<file path="src/rtl/ysyx_22041207_axi_rd_arbiter_if.sv">
// rtl/ysyx_22041207_axi_rd_arbiter_if.sv - read-request bus bundle between masters, arbiter and bridge
interface ysyx_22041207_axi_rd_arbiter_if #(
   parameter int NUM_MASTERS   = 2,
   parameter int RW_ADDR_WIDTH = 64,
   parameter int RW_DATA_WIDTH = 64
);
   localparam int GRANT_W = $clog2(NUM_MASTERS);

   logic [NUM_MASTERS-1:0]               m_r_valid_i;
   logic [NUM_MASTERS-1:0]               m_r_ready_o;
   logic [NUM_MASTERS*RW_ADDR_WIDTH-1:0] m_r_addr_i;
   logic [NUM_MASTERS*8-1:0]             m_r_size_i;
   logic [NUM_MASTERS*RW_DATA_WIDTH-1:0] m_data_read_o;
   logic [NUM_MASTERS-1:0]               m_r_data_valid_o;
   logic [NUM_MASTERS-1:0]               m_r_data_ready_i;
   logic                                 s_r_valid_o;
   logic                                 s_r_ready_i;
   logic [RW_ADDR_WIDTH-1:0]             s_r_addr_o;
   logic [7:0]                           s_r_size_o;
   logic [RW_DATA_WIDTH-1:0]             s_data_read_i;
   logic                                 s_r_data_valid_i;
   logic                                 s_r_data_ready_o;
   logic                                 busy_o;
   logic [GRANT_W-1:0]                   grant_id_o;

   // slave: the arbiter itself; master: the requesters and bridge around it
   modport slave (
      input  m_r_valid_i, m_r_addr_i, m_r_size_i, m_r_data_ready_i,
      input  s_r_ready_i, s_data_read_i, s_r_data_valid_i,
      output m_r_ready_o, m_data_read_o, m_r_data_valid_o,
      output s_r_valid_o, s_r_addr_o, s_r_size_o, s_r_data_ready_o,
      output busy_o, grant_id_o
   );

   modport master (
      output m_r_valid_i, m_r_addr_i, m_r_size_i, m_r_data_ready_i,
      output s_r_ready_i, s_data_read_i, s_r_data_valid_i,
      input  m_r_ready_o, m_data_read_o, m_r_data_valid_o,
      input  s_r_valid_o, s_r_addr_o, s_r_size_o, s_r_data_ready_o,
      input  busy_o, grant_id_o
   );
endinterface

</file>
<file path="src/rtl/ysyx_22041207_axi_rd_arbiter.sv">
// rtl/ysyx_22041207_axi_rd_arbiter.sv - N-master single-beat read arbiter in front of the AXI read bridge
// Fixed priority by default; YSYX_22041207_ARB_RR_EN selects round-robin arbitration.
module ysyx_22041207_axi_rd_arbiter #(
   parameter int NUM_MASTERS   = 2,
   parameter int RW_ADDR_WIDTH = 64,
   parameter int RW_DATA_WIDTH = 64
) (
   input logic                          clk,
   input logic                          rst,
   ysyx_22041207_axi_rd_arbiter_if.slave bus
);
   localparam int GRANT_W = $clog2(NUM_MASTERS);

   typedef enum logic [1:0] {
      IDLE = 2'd0,
      ADDR = 2'd1,
      DATA = 2'd2
   } state_t;

   state_t                   state_q, state_d;
   logic [GRANT_W-1:0]       grant_q;
   logic [GRANT_W-1:0]       pick;
   logic                     pick_vld;
   logic [RW_ADDR_WIDTH-1:0] addr_q;
   logic [7:0]               size_q;
   logic                     data_hs;

   assign data_hs = bus.s_r_data_valid_i && bus.m_r_data_ready_i[grant_q];

`ifdef YSYX_22041207_ARB_RR_EN
   logic [GRANT_W-1:0] rr_ptr_q;

   // Search starts just after the last completed master and wraps once around.
   always_comb begin
      int idx;
      idx      = 0;
      pick     = '0;
      pick_vld = 1'b0;
      for (int i = 1; i <= NUM_MASTERS; i++) begin
         idx = (int'(rr_ptr_q) + i) % NUM_MASTERS;
         if (!pick_vld && bus.m_r_valid_i[GRANT_W'(idx)]) begin
            pick     = GRANT_W'(idx);
            pick_vld = 1'b1;
         end
      end
   end

   always_ff @(posedge clk) begin
      if (rst) begin
         rr_ptr_q <= GRANT_W'(NUM_MASTERS - 1);
      end else if (state_q == DATA && data_hs) begin
         rr_ptr_q <= grant_q;
      end
   end
`else
   // Downward scan so the lowest requesting index is the last (winning) write.
   always_comb begin
      pick     = '0;
      pick_vld = 1'b0;
      for (int i = NUM_MASTERS - 1; i >= 0; i--) begin
         if (bus.m_r_valid_i[i]) begin
            pick     = GRANT_W'(i);
            pick_vld = 1'b1;
         end
      end
   end
`endif

   always_ff @(posedge clk) begin
      if (rst) begin
         state_q <= IDLE;
         grant_q <= '0;
         addr_q  <= '0;
         size_q  <= '0;
      end else begin
         state_q <= state_d;
         if (state_q == IDLE && pick_vld) begin
            grant_q <= pick;
            addr_q  <= bus.m_r_addr_i[int'(pick)*RW_ADDR_WIDTH +: RW_ADDR_WIDTH];
            size_q  <= bus.m_r_size_i[int'(pick)*8 +: 8];
         end
      end
   end

   always_comb begin
      state_d = state_q;
      case (state_q)
         IDLE:    if (pick_vld)        state_d = ADDR;
         ADDR:    if (bus.s_r_ready_i) state_d = DATA;
         DATA:    if (data_hs)         state_d = IDLE;
         default:                      state_d = IDLE;
      endcase
   end

   // A requester dropping valid during ADDR is ignored: the latched request still goes out.
   always_comb begin
      bus.m_r_ready_o      = '0;
      bus.m_r_data_valid_o = '0;
      bus.m_data_read_o    = '0;
      bus.s_r_valid_o      = 1'b0;
      bus.s_r_addr_o       = '0;
      bus.s_r_size_o       = '0;
      bus.s_r_data_ready_o = 1'b0;
      bus.busy_o           = (state_q != IDLE);
      bus.grant_id_o       = grant_q;
      case (state_q)
         ADDR: begin
            bus.s_r_valid_o          = 1'b1;
            bus.s_r_addr_o           = addr_q;
            bus.s_r_size_o           = size_q;
            bus.m_r_ready_o[grant_q] = bus.s_r_ready_i;
         end
         DATA: begin
            bus.s_r_addr_o                = addr_q;
            bus.s_r_size_o                = size_q;
            bus.m_r_data_valid_o[grant_q] = bus.s_r_data_valid_i;
            bus.s_r_data_ready_o          = bus.m_r_data_ready_i[grant_q];
            bus.m_data_read_o[int'(grant_q)*RW_DATA_WIDTH +: RW_DATA_WIDTH] = bus.s_data_read_i;
         end
         default: ;
      endcase
   end
endmodule

</file>
<file path="src/flat_wrapper.sv">
// flat-port wrapper written by rule: the top's interface ports become plain ports
module ysyx_22041207_axi_rd_arbiter_flat 
#(
   parameter int NUM_MASTERS   = 2,
   parameter int RW_ADDR_WIDTH = 64,
   parameter int RW_DATA_WIDTH = 64
)
  (clk, rst, bus_m_r_valid_i, bus_m_r_addr_i, bus_m_r_size_i, bus_m_r_data_ready_i, bus_s_r_ready_i, bus_s_data_read_i, bus_s_r_data_valid_i, bus_m_r_ready_o, bus_m_data_read_o, bus_m_r_data_valid_o, bus_s_r_valid_o, bus_s_r_addr_o, bus_s_r_size_o, bus_s_r_data_ready_o, bus_busy_o, bus_grant_id_o);
  ysyx_22041207_axi_rd_arbiter_if #(.NUM_MASTERS(NUM_MASTERS), .RW_ADDR_WIDTH(RW_ADDR_WIDTH), .RW_DATA_WIDTH(RW_DATA_WIDTH)) bus_i ();
  input logic clk;
  input logic rst;
  input wire logic [$bits(bus_i.m_r_valid_i)-1:0] bus_m_r_valid_i;
  input wire logic [$bits(bus_i.m_r_addr_i)-1:0] bus_m_r_addr_i;
  input wire logic [$bits(bus_i.m_r_size_i)-1:0] bus_m_r_size_i;
  input wire logic [$bits(bus_i.m_r_data_ready_i)-1:0] bus_m_r_data_ready_i;
  input wire logic [$bits(bus_i.s_r_ready_i)-1:0] bus_s_r_ready_i;
  input wire logic [$bits(bus_i.s_data_read_i)-1:0] bus_s_data_read_i;
  input wire logic [$bits(bus_i.s_r_data_valid_i)-1:0] bus_s_r_data_valid_i;
  output wire logic [$bits(bus_i.m_r_ready_o)-1:0] bus_m_r_ready_o;
  output wire logic [$bits(bus_i.m_data_read_o)-1:0] bus_m_data_read_o;
  output wire logic [$bits(bus_i.m_r_data_valid_o)-1:0] bus_m_r_data_valid_o;
  output wire logic [$bits(bus_i.s_r_valid_o)-1:0] bus_s_r_valid_o;
  output wire logic [$bits(bus_i.s_r_addr_o)-1:0] bus_s_r_addr_o;
  output wire logic [$bits(bus_i.s_r_size_o)-1:0] bus_s_r_size_o;
  output wire logic [$bits(bus_i.s_r_data_ready_o)-1:0] bus_s_r_data_ready_o;
  output wire logic [$bits(bus_i.busy_o)-1:0] bus_busy_o;
  output wire logic [$bits(bus_i.grant_id_o)-1:0] bus_grant_id_o;
  assign bus_i.m_r_valid_i = bus_m_r_valid_i;
  assign bus_i.m_r_addr_i = bus_m_r_addr_i;
  assign bus_i.m_r_size_i = bus_m_r_size_i;
  assign bus_i.m_r_data_ready_i = bus_m_r_data_ready_i;
  assign bus_i.s_r_ready_i = bus_s_r_ready_i;
  assign bus_i.s_data_read_i = bus_s_data_read_i;
  assign bus_i.s_r_data_valid_i = bus_s_r_data_valid_i;
  assign bus_m_r_ready_o = bus_i.m_r_ready_o;
  assign bus_m_data_read_o = bus_i.m_data_read_o;
  assign bus_m_r_data_valid_o = bus_i.m_r_data_valid_o;
  assign bus_s_r_valid_o = bus_i.s_r_valid_o;
  assign bus_s_r_addr_o = bus_i.s_r_addr_o;
  assign bus_s_r_size_o = bus_i.s_r_size_o;
  assign bus_s_r_data_ready_o = bus_i.s_r_data_ready_o;
  assign bus_busy_o = bus_i.busy_o;
  assign bus_grant_id_o = bus_i.grant_id_o;
  ysyx_22041207_axi_rd_arbiter #(.NUM_MASTERS(NUM_MASTERS), .RW_ADDR_WIDTH(RW_ADDR_WIDTH), .RW_DATA_WIDTH(RW_DATA_WIDTH)) u_core (.clk(clk), .rst(rst), .bus(bus_i));
endmodule
</file>
<file path="config.mk">
export PLATFORM = sky130hd
export DESIGN_NAME = ysyx_22041207_axi_rd_arbiter_flat
export DESIGN_NICKNAME = d
export VERILOG_FILES = /design/src/rtl/ysyx_22041207_axi_rd_arbiter_if.sv /design/src/rtl/ysyx_22041207_axi_rd_arbiter.sv /design/src/flat_wrapper.sv
export SDC_FILE = /design/constraint.sdc
export NUM_CORES = 1
export LEC_CHECK = 0
export ABC_CLOCK_PERIOD_IN_PS = 2100
export CORE_AREA = 2 2 163 165
export DETAILED_ROUTE_END_ITERATION = 6
export DIE_AREA = 0 0 165 167
export HOLD_SLACK_MARGIN = 0.1
export PLACE_DENSITY = 0.63
export SYNTH_ARGS = -nofsm -noshare
export SYNTH_HDL_FRONTEND = slang
export SYNTH_SLANG_ARGS = --single-unit
</file>
<file path="constraint.sdc">
create_clock -name clk -period 2.1 [get_ports clk]
set_clock_uncertainty 0.1 [all_clocks]
set_input_delay 0.525 -clock clk [delete_from_list [all_inputs] [get_ports clk]]
set_output_delay 0.525 -clock clk [all_outputs]
set_load 0.01 [all_outputs]
</file>
==> impl_metrics.yaml <==
worst_setup_path:
  crit_type: "reg -> out"
  arrival_ns: 1.61
  r2r_slack_ns: 0.18
  cp_data_required_time_ns: 1.47
  cp_num_buf_inv: 3
  crit_fanout: 17
  cp-start-kind: "register"
  r2r_cells: 9
  crit_path_cell_trace: "inv_4 -> ha_4 -> and2b_4 -> buf_12 -> and2_4 -> buf_6"
  reg2reg_from: "u_core.state_q[0]$_SDFFE_PP0P_"
  worst-path-stages: 6
  cp_top_family: "simple AND/OR/NAND/NOR gates"
  slowest_delay_ns: 0.33
  r2r-end: "u_core.state_q[0]$_SDFFE_PP0P_"
  worstSetupEndpointType: "primary output"
  crit_slowest_cell: "dfxtp_2"
timing:
  fin_crit_sh_pct: 106.4
  tightest_slew_ns: 0.3760
  fmax_ghz: 0.4476
  hold_violations: 0
  max_slew_margin_pct: 74.93
  finalSetupTns_ns: -13.59
  setup_ws_ns: -0.1341
  grt_setup_unrepaired: "true"
  drv_slew: 0
  setup_viol: 154
  min_period_ns: 2.234
  whs_ns: 0.3933
drt:
  drt-total-wl_mm: 23.25
  wire_per_inst_um: 17.12
  drtIter0Drc: 189
  route.detailed.drc: 0
  via_per_inst: 4.222
  vias: 5734
  dr.pass1.iters: 4
  ant_nets: 0
synthesis:
  synth.distinct_cells: 20
  syn-num-nets: 799
  synthTopCellsByArea: "dfxtp_1, and2_1, mux2i_1"
  synth_top_area_share_pct: 31.35
  synth_warnings: 0
  yosysSeqAreaShare_pct: 31.35
  synth_cells: 580
  avgSynthCellArea_sq_um: 8.258
  syn_area_sq_mm: 0.004790
  synth_top_area_cell: "dfxtp_1"
  ys_seq_elements: 75
cts:
  cts_tree: "built"
  clock_latency_ns: 0.33
  clk_root_buffer_cell: "clkbuf_16"
  htreeDepth: 3
  clock_path_buffers: 2
  holdBufCountCts: 0
  cts_sinks: 75
  path_clk_slew_ns: 0.06
  cts_buffers: 9
die:
  die_x_um: 165
  die-area_sq_mm: 0.02756
  pin_count: 424
  initial_core_util_pct: 18.59
  core_area_sq_mm: 0.02576
  die_h_um: 167
  num_rows: 59
pwr:
  sw_frac_of_total_pct: 36.23
  seqPwrFrac_pct: 20.9
  powerDensity_mw_per_mm2: 1006
  intPower_uw: 6636
  power.total_uw: 10410
  p_sw_uw: 3770
  peakVddDrop_v: 0.0003965
  p_leak_uw: 0.004770
  power_frac_clock_pct: 17.5
  comb_power_share_pct: 61.7
place:
  place_congestion: 0.8431
  dp_hpwl_mm: 16.85
  place_area_sq_mm: 0.009651
  io_buffers: 423
  post-place-ws_ns: -0.3960
final_layout:
  fillers: 2623
  flow.area_growth_from_synthesis_pct: 115.9
  final_layout_size_suffix_gt1_share_pct: 38.26
  final_nets: 1237
  finalInstanceArea_sq_mm: 0.01034
grt:
  antenna_found_initial: 2
  grt_pass1_wl_mm: 33.23
  grtUsageTotal_pct: 15.90
  grt_overflow: 0
  grt_pass1_vias: 5670
  grt_max_degree: 78
min_path:
  min_to: "u_core.size_q[1]$_SDFFE_PP0P_"
  hold_start: "u_core.size_q[1]$_SDFFE_PP0P_"
  hold_class: "reg -> reg"
  holdPathStages: 2
run_status:
  outcome: "finished, violations left"
  violations: "setup timing"
job:
  drv_cap: 0
-- how the worst max path moves through the flow --
stage / startpoint / slack, ns / to
detailed placement: bus_m_r_data_ready_i[1] / -0.40 / bus_s_r_data_ready_o
global route: u_core.state_q[0]$_SDFFE_PP0P_ / -0.23 / bus_m_data_read_o[8]
floorplan: u_core.state_q[0]$_SDFFE_PP0P_ / 0.1 / bus_m_data_read_o[15]
finish: u_core.state_q[0]$_SDFFE_PP0P_ / -0.13 / bus_m_data_read_o[21]
CTS: u_core.state_q[0]$_SDFFE_PP0P_ / -0.21 / bus_m_data_read_o[8]
global placement: bus_m_r_data_ready_i[1] / -0.38 / bus_s_r_data_ready_o
-- metal layers --
| layer | global-route usage (%) | wire length (um) | share of wire [%] |
|---|---|---|---|
| met1 | 17.60 | 9006 | 39 |
| met2 | 29.42 | 11930 | 51 |
| met3 | 4.309 | 1913 | 8.2 |
| met4 | 4.348 | 408 | 1.8 |
| met5 | 0 | 0 | 0 |
-- tightest hold or removal path: stages (launching register included) --
cell and delay (ns):
dfxtp_1 0.30, nor2_1 0.09, a211oi_1 0.05
-- cells by family (layout without fill, tap and decap cells) --
| logic type | Yosys count | after routing | share of synthesized area, % |
|---|---|---|---|
| AO/OA/AOI/OAI | 76 | 76 | 12.02 |
| adder cells (fa/ha/maj) | 3 | 3 | 0.7838 |
| buffers and inverters | 64 | 506 | 6.426 |
| flip-flops | 75 | 75 | 31.35 |
| multiplexers | 75 | 75 | 15.67 |
| other | 0 | 1 | 0 |
| AND/OR/NAND/NOR | 287 | 287 | 33.75 |
-- flip-flops by register name, summed over array words and instances (netlist names) --
| name | cells |
|---|---|
| u_core.bus.grant_id_o | 1 |
| u_core.size_q | 8 |
| u_core.addr_q | 64 |
| u_core.state_q | 2 |
-- power by group through the flow --
stage | registers [uW] | clock network (uW) | logic, uW
after global routing | 2240 | 1950 | 6960
final | 2170 | 1820 | 6420
after global placement | 2150 | 0 | 5100
after detailed placement | 2160 | 0 | 5100
after CTS | 2170 | 1890 | 6290
after floorplan | 2090 | 0 | 2440
-- synth_stat cells (all sizes together) --
cell,count
o21a,1
nor2b,3
nand2,1
nor2,73
mux2i,75
a21oi,1
ha,3
nand2b,4
and3,66
nor3b,1
inv,3
clkbuf,44
and2b,2
a2111oi,1
buf,17
and2,137
a211oi,73
dfxtp,75
-- metrics by stage --
step	std cells	utilization, %
finish	1358	40.14
global route	1358	40.14
CTS	1353	39.85
detailed placement	1319	37.46
global placement	1319	37.46
floorplan	580	-
-- placed cells by master (no fill, tap or decap), types with 2 or more instances in the layout --
| cell | n |
|---|---|
| ha_4 | 3 |
| and2_1 | 62 |
| dfxtp_1 | 72 |
| clkbuf_2 | 34 |
| buf_16 | 7 |
| nand2b_1 | 4 |
| inv_4 | 2 |
| buf_12 | 17 |
| bufinv_16 | 3 |
| dfxtp_2 | 2 |
| nor2_1 | 73 |
| buf_6 | 97 |
| nor2b_1 | 2 |
| dlymetal6s2s_1 | 3 |
| and3_4 | 16 |
| mux2i_1 | 75 |
| a211oi_1 | 73 |
| and3_1 | 50 |
| clkbuf_16 | 12 |
| clkdlybuf4s15_2 | 8 |
| buf_2 | 71 |
| and2_4 | 75 |
| clkdlybuf4s50_1 | 213 |
| buf_4 | 34 |
-- repair_timing --
item                                    in CTS  in global routing
gates resized for setup                    836                187
endpoints found under the setup margin     208                208
pin swaps                                   46                 28
gates cloned                                 9                  3
setup buffers                               10                  6
-- area by class of cell --
class / instances / area [sq um] / share of cell area (%)
Tap cell: 335 / 419.2 / 4.053
Antenna cell: 1 / 2.502 / 0.02420
Sequential cell: 75 / 1508 / 14.58
Timing Repair Buffer: 488 / 4756 / 45.99
Multi-Input combinational cell: 441 / 3302 / 31.93
Inverter: 3 / 16.27 / 0.1573
Clock inverter: 6 / 112.6 / 1.089
Clock buffer: 9 / 225.2 / 2.178
Power figures use the tool's default switching activity.
